<file path="src/rtl/constant_encoder.sv">
// Splits a 32-bit constant into the IM/CS immediate chunks that rebuild it.
// Fitting values become one chunk; others a zero-filled 3-chunk shift/OR run.
module constant_encoder #(
  parameter bit ENABLE_MULTI = 1'b1,
  parameter int CNT_W        = 16
) (
  input  logic             clk,
  input  logic             rst_n,
  input  logic             in_valid,
  input  logic [31:0]      in_data,
  output logic             in_ready,
  output logic             out_valid,
  input  logic             out_ready,
  output logic [14:0]      IM,
  output logic             CS,
  output logic [1:0]       out_idx,
  output logic             out_last,
  output logic             err,
  output logic [CNT_W-1:0] multi_cnt
);

  typedef enum logic [2:0] {
    IDLE,
    EMIT,
    M2,
    M1,
    M0
  } state_t;

  state_t state, stateNxt;

  logic [14:0] imNxt;
  logic        csNxt;
  logic [1:0]  idxNxt;
  logic        lastNxt;
  logic [14:0] midQ, midNxt;
  logic [14:0] lowQ, lowNxt;
  logic        errNxt;
  logic [CNT_W-1:0] cntNxt;

  logic accept;
  logic xfer;
  logic isZf;
  logic isSe;

  assign out_valid = (state != IDLE);
  assign in_ready  = !out_valid || (out_ready && out_last);
  assign accept    = in_valid && in_ready;
  assign xfer      = out_valid && out_ready;

  assign isZf = (in_data[31:15] == 17'd0);
  assign isSe = &in_data[31:14];

  always_comb begin
    stateNxt = state;
    imNxt    = IM;
    csNxt    = CS;
    idxNxt   = out_idx;
    lastNxt  = out_last;
    midNxt   = midQ;
    lowNxt   = lowQ;
    errNxt   = 1'b0;
    cntNxt   = multi_cnt;

    unique case (state)
      IDLE: ;
      EMIT, M0: begin
        if (xfer) begin
          stateNxt = IDLE;
          imNxt    = 15'd0;
          csNxt    = 1'b0;
          idxNxt   = 2'd0;
          lastNxt  = 1'b0;
        end
      end
      M2: begin
        if (xfer) begin
          stateNxt = M1;
          imNxt    = midQ;
          idxNxt   = 2'd1;
        end
      end
      M1: begin
        if (xfer) begin
          stateNxt = M0;
          imNxt    = lowQ;
          idxNxt   = 2'd0;
          lastNxt  = 1'b1;
        end
      end
      default: stateNxt = IDLE;
    endcase

    // A new accept overrides the retire above (last-transfer/accept overlap).
    if (accept) begin
      unique case (1'b1)
        isZf, isSe: begin
          stateNxt = EMIT;
          imNxt    = in_data[14:0];
          csNxt    = !isZf;
          idxNxt   = 2'd0;
          lastNxt  = 1'b1;
        end
        default: begin
          if (ENABLE_MULTI) begin
            stateNxt = M2;
            imNxt    = {13'd0, in_data[31:30]};
            csNxt    = 1'b0;
            idxNxt   = 2'd2;
            lastNxt  = 1'b0;
            midNxt   = in_data[29:15];
            lowNxt   = in_data[14:0];
            if (multi_cnt != {CNT_W{1'b1}})
              cntNxt = multi_cnt + CNT_W'(1);
          end else begin
            errNxt = 1'b1;
          end
        end
      endcase
    end
  end

  always_ff @(posedge clk) begin
    if (!rst_n) begin
      state     <= IDLE;
      IM        <= 15'd0;
      CS        <= 1'b0;
      out_idx   <= 2'd0;
      out_last  <= 1'b0;
      midQ      <= 15'd0;
      lowQ      <= 15'd0;
      err       <= 1'b0;
      multi_cnt <= '0;
    end else begin
      state     <= stateNxt;
      IM        <= imNxt;
      CS        <= csNxt;
      out_idx   <= idxNxt;
      out_last  <= lastNxt;
      midQ      <= midNxt;
      lowQ      <= lowNxt;
      err       <= errNxt;
      multi_cnt <= cntNxt;
    end
  end

endmodule

</file>
<file path="config.mk">
export PLATFORM = sky130hd
export DESIGN_NAME = constant_encoder
export DESIGN_NICKNAME = d
export VERILOG_FILES = /design/src/rtl/constant_encoder.sv
export SDC_FILE = /design/constraint.sdc
export NUM_CORES = 1
export LEC_CHECK = 0
export ABC_AREA = 0
export CORE_MARGIN = 2
export CORE_UTILIZATION = 30
export DETAILED_ROUTE_END_ITERATION = 16
export DONT_BUFFER_PORTS = 1
export MAX_ROUTING_LAYER = met4
export SLEW_MARGIN = 20
export SYNTH_ARGS = -nofsm -noshare
export SYNTH_HDL_FRONTEND = slang
export SYNTH_SLANG_ARGS = --single-unit
</file>
<file path="constraint.sdc">
create_clock -name clk -period 2.3 [get_ports clk]
set_input_delay 0.46 -clock clk [delete_from_list [all_inputs] [get_ports clk]]
set_output_delay 0.46 -clock clk [all_outputs]
set_load 0.01 [all_outputs]
</file>
==> summary.txt <==
Run status
  • Status: complete, no violations

Detailed routing
  • First-pass iteration count of the detailed router: 5
  • Detail Route Antenna Nets: 0
  • Vias: 2966
  • Vias per cell: 5.43
  • Post-Route WL: 9100 um
  • Remaining DRCs: 0
  • Iteration-0 DRC Markers: 155
  • WL/cell: 16.7 um

Worst setup path
  • Crit-path slowest cell: or4_1
  • Crit. End Element: flip-flop
  • CP arrival: 2.27 ns
  • Cell Chain, Critical Path: nor4b_4 > or2b_4 > o21ai_4 > buf_4 > or4_1 > a21oi_1
  • Worst Setup Path Type: flip-flop to flip-flop
  • CP startpoint kind: flip-flop
  • Worst path max stage delay: 0.48 ns
  • Critical Path RT: 2.59 ns
  • CP Max Fanout: 27

Cells and area
  • Seq. cell area: 1360 um2
  • Layout cell share with drive strength beyond 1: 10.3%
  • Nets: 438
  • Fin area: 3720 um2
  • Area delta synth->final: 11.3%
  • Area of the multi-input gates: 1840 um2
  • Fillcell total: 1175
  • # diodes: 0

CTS
  • Hold_buf cts: 0
  • CTS Buf Count: 9
  • Clock slew at reported path FFs: 0.09 ns
  • Clock sinks: 68
  • Post-cts resize count: 0
  • CTS Buffer Depth: 2
  • H-tree depth: 3
  • CTS tree: built
  • Post-CTS Setup Repair Bufs: 0
  • Root Driver: clkbuf_8
  • Clock Latency Late Sink: 0.36 ns

Placed design
  • GPL Wtd Cong: 0.793
  • Port buffer count: 0
  • DP Area: 3500 um2
  • Post-DP HPWL: 6230 um
  • Post-place setup slack: 0.0808 ns

Timing
  • Final Worst Setup Slack: 0.313 ns
  • Final Hold Vio Count: 0
  • Count of final setup violators: 0
  • Slew HR: 59.9%
  • RSZ-0062 raised after global routing: no
  • Setup Skew: 0.0117 ns
  • Final Max Tran Viols: 0
  • Final period util: 86.4%
  • Slew @ Worst Pin: 0.600 ns
  • Setup TNS: 0 ns
  • Min Tclk post-route: 1.99 ns
  • Max Freq: 0.503 GHz

Global routing
  • Vias in the first global route: 2829
  • GRT Util Overall: 16.2%
  • Congestion Overflow GR: 0
  • Initial antenna violation count: 0
  • First-pass GRT wire length: 14500 um
  • Largest net degree at the start of global routing: 92

Synthesis
  • Yosys reg bits: 68
  • Dominant cell type by area after synthesis: dfxtp_1
  • Post-synthesis cell count: 402
  • Cell area after synthesis: 3340 um2
  • Main area contributors after synthesis: dfxtp_1 (41%), mux2i_1 (11%), nand2_1 (11%)
  • Warnings from Yosys: 0
  • Sequential area share after synthesis: 40.7%
  • Count of cell types in the netlist: 41
  • Post-synthesis net count: 439
  • Avg Inst Size Synth: 8.32 um2
  • Yosys top cell area share: 40.7%

Pwr
  • Leakage: 1.29 nW
  • Pwr dens: 869 nW/um2
  • Maximum VDD drop: 0.448 mV

Die
  • Core ar.: 10800 um2
  • Die ar.: 12000 um2
  • Die width: 110 um
  • Row count: 38
  • Die Span Y: 110 um
  • Initial Util: 30.9%
  • Ports: 74

Flow run
  • Max-cap violation count: 0

Min path
  • Hold WC Path Type: primary input to flip-flop
layer usage:
metal  routed length, um  GRT usage, %
met1                4130          20.4
met4                 188          6.87
met5                   0             -
met3                 789          5.93
met2                3990          23.4
path summary, 6_finish.rpt:
path / startpoint / endpoint / slack [ns] / cells after the start
worst max-delay path: state[1]$_SDFFE_PN0P_ / multi_cnt[5]$_SDFFE_PN0P_ / 0.31 / 6
worst min-delay path: in_data[3] / IM[3]$_SDFFE_PN0P_ / 0.23 / 2
worst max register to register: state[1]$_SDFFE_PN0P_ / multi_cnt[5]$_SDFFE_PN0P_ / 0.31 / 6
worst min register to register: lowQ[8]$_SDFFE_PN0P_ / lowQ[8]$_SDFFE_PN0P_ / 0.46 / 2
critical path: cells and delay by family, from the launching register on:
kind,cells,cell delay [ns]
flip-flops,1,0.39
AND/OR/NAND/NOR,3,1.04
AO/OA/AOI/OAI,2,0.25
buffers and inverters,1,0.23
power breakdown:
part	internal [mW]	switching [mW]	leakage, nW
clock network	0.518	0.526	0.101
logic	0.292	0.425	0.632
registers	1.34	0.134	0.557
total	2.15	1.09	1.29
registers in the layout, indices dropped and copies added, names as in the netlist:
signal     count
multi_cnt     16
IM            15
out_last       1
state          3
CS             1
midQ          15
lowQ          15
out_idx        2
cells in the mapped netlist, drive strengths merged:
cell type / instances
a211oi: 1
a21oi: 29
a221oi: 15
a31oi: 3
and3: 3
and4: 1
buf: 14
clkbuf: 16
conb: 1
dfxtp: 68
ha: 1
inv: 3
mux2i: 36
nand2: 94
nand2b: 7
nand3: 9
nand4: 10
nand4b: 2
nor2: 16
nor3: 7
nor3b: 2
nor4: 6
nor4b: 2
o211a: 1
o211ai: 4
o21ai: 20
o311ai: 1
o31ai: 10
o32ai: 1
o41ai: 1
or2: 2
or2b: 1
or3: 4
or4: 11
cell families after synthesis:
group                      Yosys count  share of synthesized area, %
and+or+nand+nor                    177                          25.9
AOI/OAI and AO/OA                   86                          17.2
other                                1                         0.112
DFF                                 68                          40.7
adders and majority gates            1                         0.374
buffers and inverters               33                          4.98
muxes                               36                          10.8
stage by stage:
step | instances | hold WS, ns | power (mW) | util (%)
after floorplan | 402 | 0.435 | 2.05 | -
after global placement | 529 | 0.442 | 2.19 | 32.3
after detailed placement | 529 | 0.447 | 2.21 | 32.3
after CTS | 545 | 0.202 | 3.27 | 34.2
after global routing | 546 | 0.212 | 3.43 | 34.3
final | 546 | 0.229 | 3.24 | 34.3
layout make-up:
| type | count | share of cell area (%) |
|---|---|---|
| Tap cell | 140 | 4.71 |
| Clock buffer | 9 | 3.33 |
| Timing Repair Buffer | 17 | 3.43 |
| Inverter | 3 | 0.303 |
| Multi-Input combinational cell | 302 | 49.5 |
| Clock inverter | 7 | 2.19 |
| Sequential cell | 68 | 36.6 |
cells in the final DEF, fill, tap and decap left out, drive strengths merged, types with 6 or more instances in the layout:
master,synthesis,final
dfxtp,68,68
nand2b,7,7
nor2,16,17
buf,14,17
nand4,10,10
a221oi,15,15
nand2,94,94
or4,11,11
o21ai,20,20
a21oi,29,29
nor3,7,7
o31ai,10,10
inv,3,7
nor4,6,6
clkbuf,16,9
mux2i,36,36
nand3,9,9
(Power assumes the default switching activity.)
==> patch: new RTL, same flow settings <==
The parameter `CNT_W` goes from 16 to 32.
--- a/src/rtl/constant_encoder.sv
+++ b/src/rtl/constant_encoder.sv
@@ -4,3 +4,3 @@
   parameter bit ENABLE_MULTI = 1'b1,
-  parameter int CNT_W        = 16
+  parameter int CNT_W        = 32
 ) (
Interface: changed (resized multi_cnt); port bits go from 74 to 90. The function was not compared with the original's and may differ.
==> patch against the original RTL <==
Combinational power rose by 11%; die area grew 15%; total power grew 28%; clock skew decreased by 0.0040 ns; core utilization increased by 3.0 points; cell area rose by 26%; sequential power is 19% higher; largest cell class unchanged; critical path depth increased by 2; synthesized area rose by 15%; setup slack got worse by 0.22 ns; wire length is 24% higher; critical endpoint is now multi_cnt[22]$_SDFFE_PN0P_; fmax is 10% lower; sequential cell count up 16.
==> patch: results (changes against the original RTL) <==
1st-iter DRT viols=304 (was 155); root buf cell=clkbuf_16 (was clkbuf_8); Area after DPL=4280 um2 (was 3500 um2); Psw=1.24 mW (was 1.09 mW); CTS clk-pin slew, worst paths=0.07 ns (was 0.09 ns); largest net degree at the start of global routing=42 (was 92); total length of routed wires=11300 um (was 9100 um); post-DP HPWL=7950 um (was 6230 um); Worst slew margin=49.6% (was 59.9%); FF-to-FF End=multi_cnt[22]$_SDFFE_PN0P_ (was multi_cnt[5]$_SDFFE_PN0P_); Clock Latency Late Sink=0.34 ns (was 0.36 ns); # nets final=531 (was 438); worst slack at placement=0.0187 ns (was 0.0808 ns); hold path startpoint=in_data[2] (was in_data[3]); critical path's slowest cell=or3_4 (was or4_1); outcome=finished clean (unchanged); r2r worst-path depth=8 (was 6); All-Layer GR Usage=16.6% (was 16.2%); Final min period=2.21 ns (was 1.99 ns); R2R setup slack=0.09 ns (was 0.31 ns); Max FO, Critical Path=15 (was 27); Max rail drop VDD=299 uV (was 448 uV); sequential fraction of the synthesis area=43.7% (was 40.7%); Synth cell types=53 (was 41); CP max stage delay=0.42 ns (was 0.48 ns); Placer Congestion=0.826 (was 0.793)
-- patch: cell count changes after synthesis, sizes merged, moves of 4 or more --
cell,unedited run,this run
inv,3,9
clkbuf,16,21
nand3,9,13
a21oi,29,78
a221oi,15,2
nand4,10,16
a222oi,0,13
o21ai,20,36
nand2,94,85
or3,4,18
dfxtp,68,84
mux2i,36,3
-- patch: worst max path at each step --
stage / start / to / cells past startpoint
finish: state[0]$_SDFFE_PN0P_ / multi_cnt[22]$_SDFFE_PN0P_ / 8
global placement: in_data[23] / IM[7]$_SDFFE_PN0P_ / 7
global route: state[0]$_SDFFE_PN0P_ / multi_cnt[22]$_SDFFE_PN0P_ / 8
detailed placement: in_data[23] / multi_cnt[4]$_SDFFE_PN0P_ / 8
floorplan: multi_cnt[11]$_SDFFE_PN0P_ / multi_cnt[0]$_SDFFE_PN0P_ / 8
CTS: multi_cnt[16]$_SDFFE_PN0P_ / multi_cnt[4]$_SDFFE_PN0P_ / 7
-- patch: what timing repair did --
item / CTS / global route
endpoints found under the setup margin: 0 / 18
resized for setup: 0 / 9
setup buffers: 0 / 1
-- patch: kinds of logic after synthesis --
logic type	after synthesis	synth area share, %
AND/OR/NAND/NOR	186	24.4
AO/OA/AOI/OAI	152	25.0
flip-flops	84	43.7
buffers and inverters	43	5.07
multiplexers	3	0.780
XOR/XNOR	2	0.650
adder cells (fa/ha/maj)	1	0.325
other	1	0.0974
-- patch: layout make-up --
cell class                 count  area [um2]  share of cell area [%]
clock buffer                  10         239                    5.10
timing repair buffer          45         409                    8.73
clock inverter                 6        95.1                    2.03
tap                          172         215                    4.59
multi-input combinational    345        2010                    42.9
inverter                       9        33.8                   0.721
sequential                    84        1680                    35.9
-- patch: power groups by stage --
stage	registers, mW	clock network, mW	logic, mW
floorplan	1.76	0	0.543
global placement	1.78	0	0.731
detailed placement	1.79	0	0.748
CTS	1.76	1.63	0.750
global route	1.77	1.70	0.886
finish	1.75	1.60	0.798
-- patch: routing by layer --
metal  vias up  wire [um]  global-route usage [%]
met4         0        163                    7.06
met2        98       5620                    26.4
li1       1776          -                       -
met1      1727       4780                    20.4
met5         -          0                       -
met3        11        733                    3.60
-- patch: stage by stage --
step	TNS (ns)	utilization, %	total power, mW	instances
6_report	0	37.3	4.15	671
5_1_grt	-0.00134	37.3	4.36	671
4_1_cts	0	36.7	4.14	669
3_5_place_dp	0	34.0	2.53	653
3_3_place_gp	0	34.0	2.51	653
2_1_floorplan	0	-	2.31	472
-- patch: worst register-to-register path: stages, from the launching register on --
cell and delay [ns]:
dfxtp_1 0.31, or3_4 0.42, a21bo_4 0.25, a31oi_4 0.17
buf_6 0.14, nand3_1 0.12, buf_12 0.17, or4_1 0.42
a21oi_2 0.15
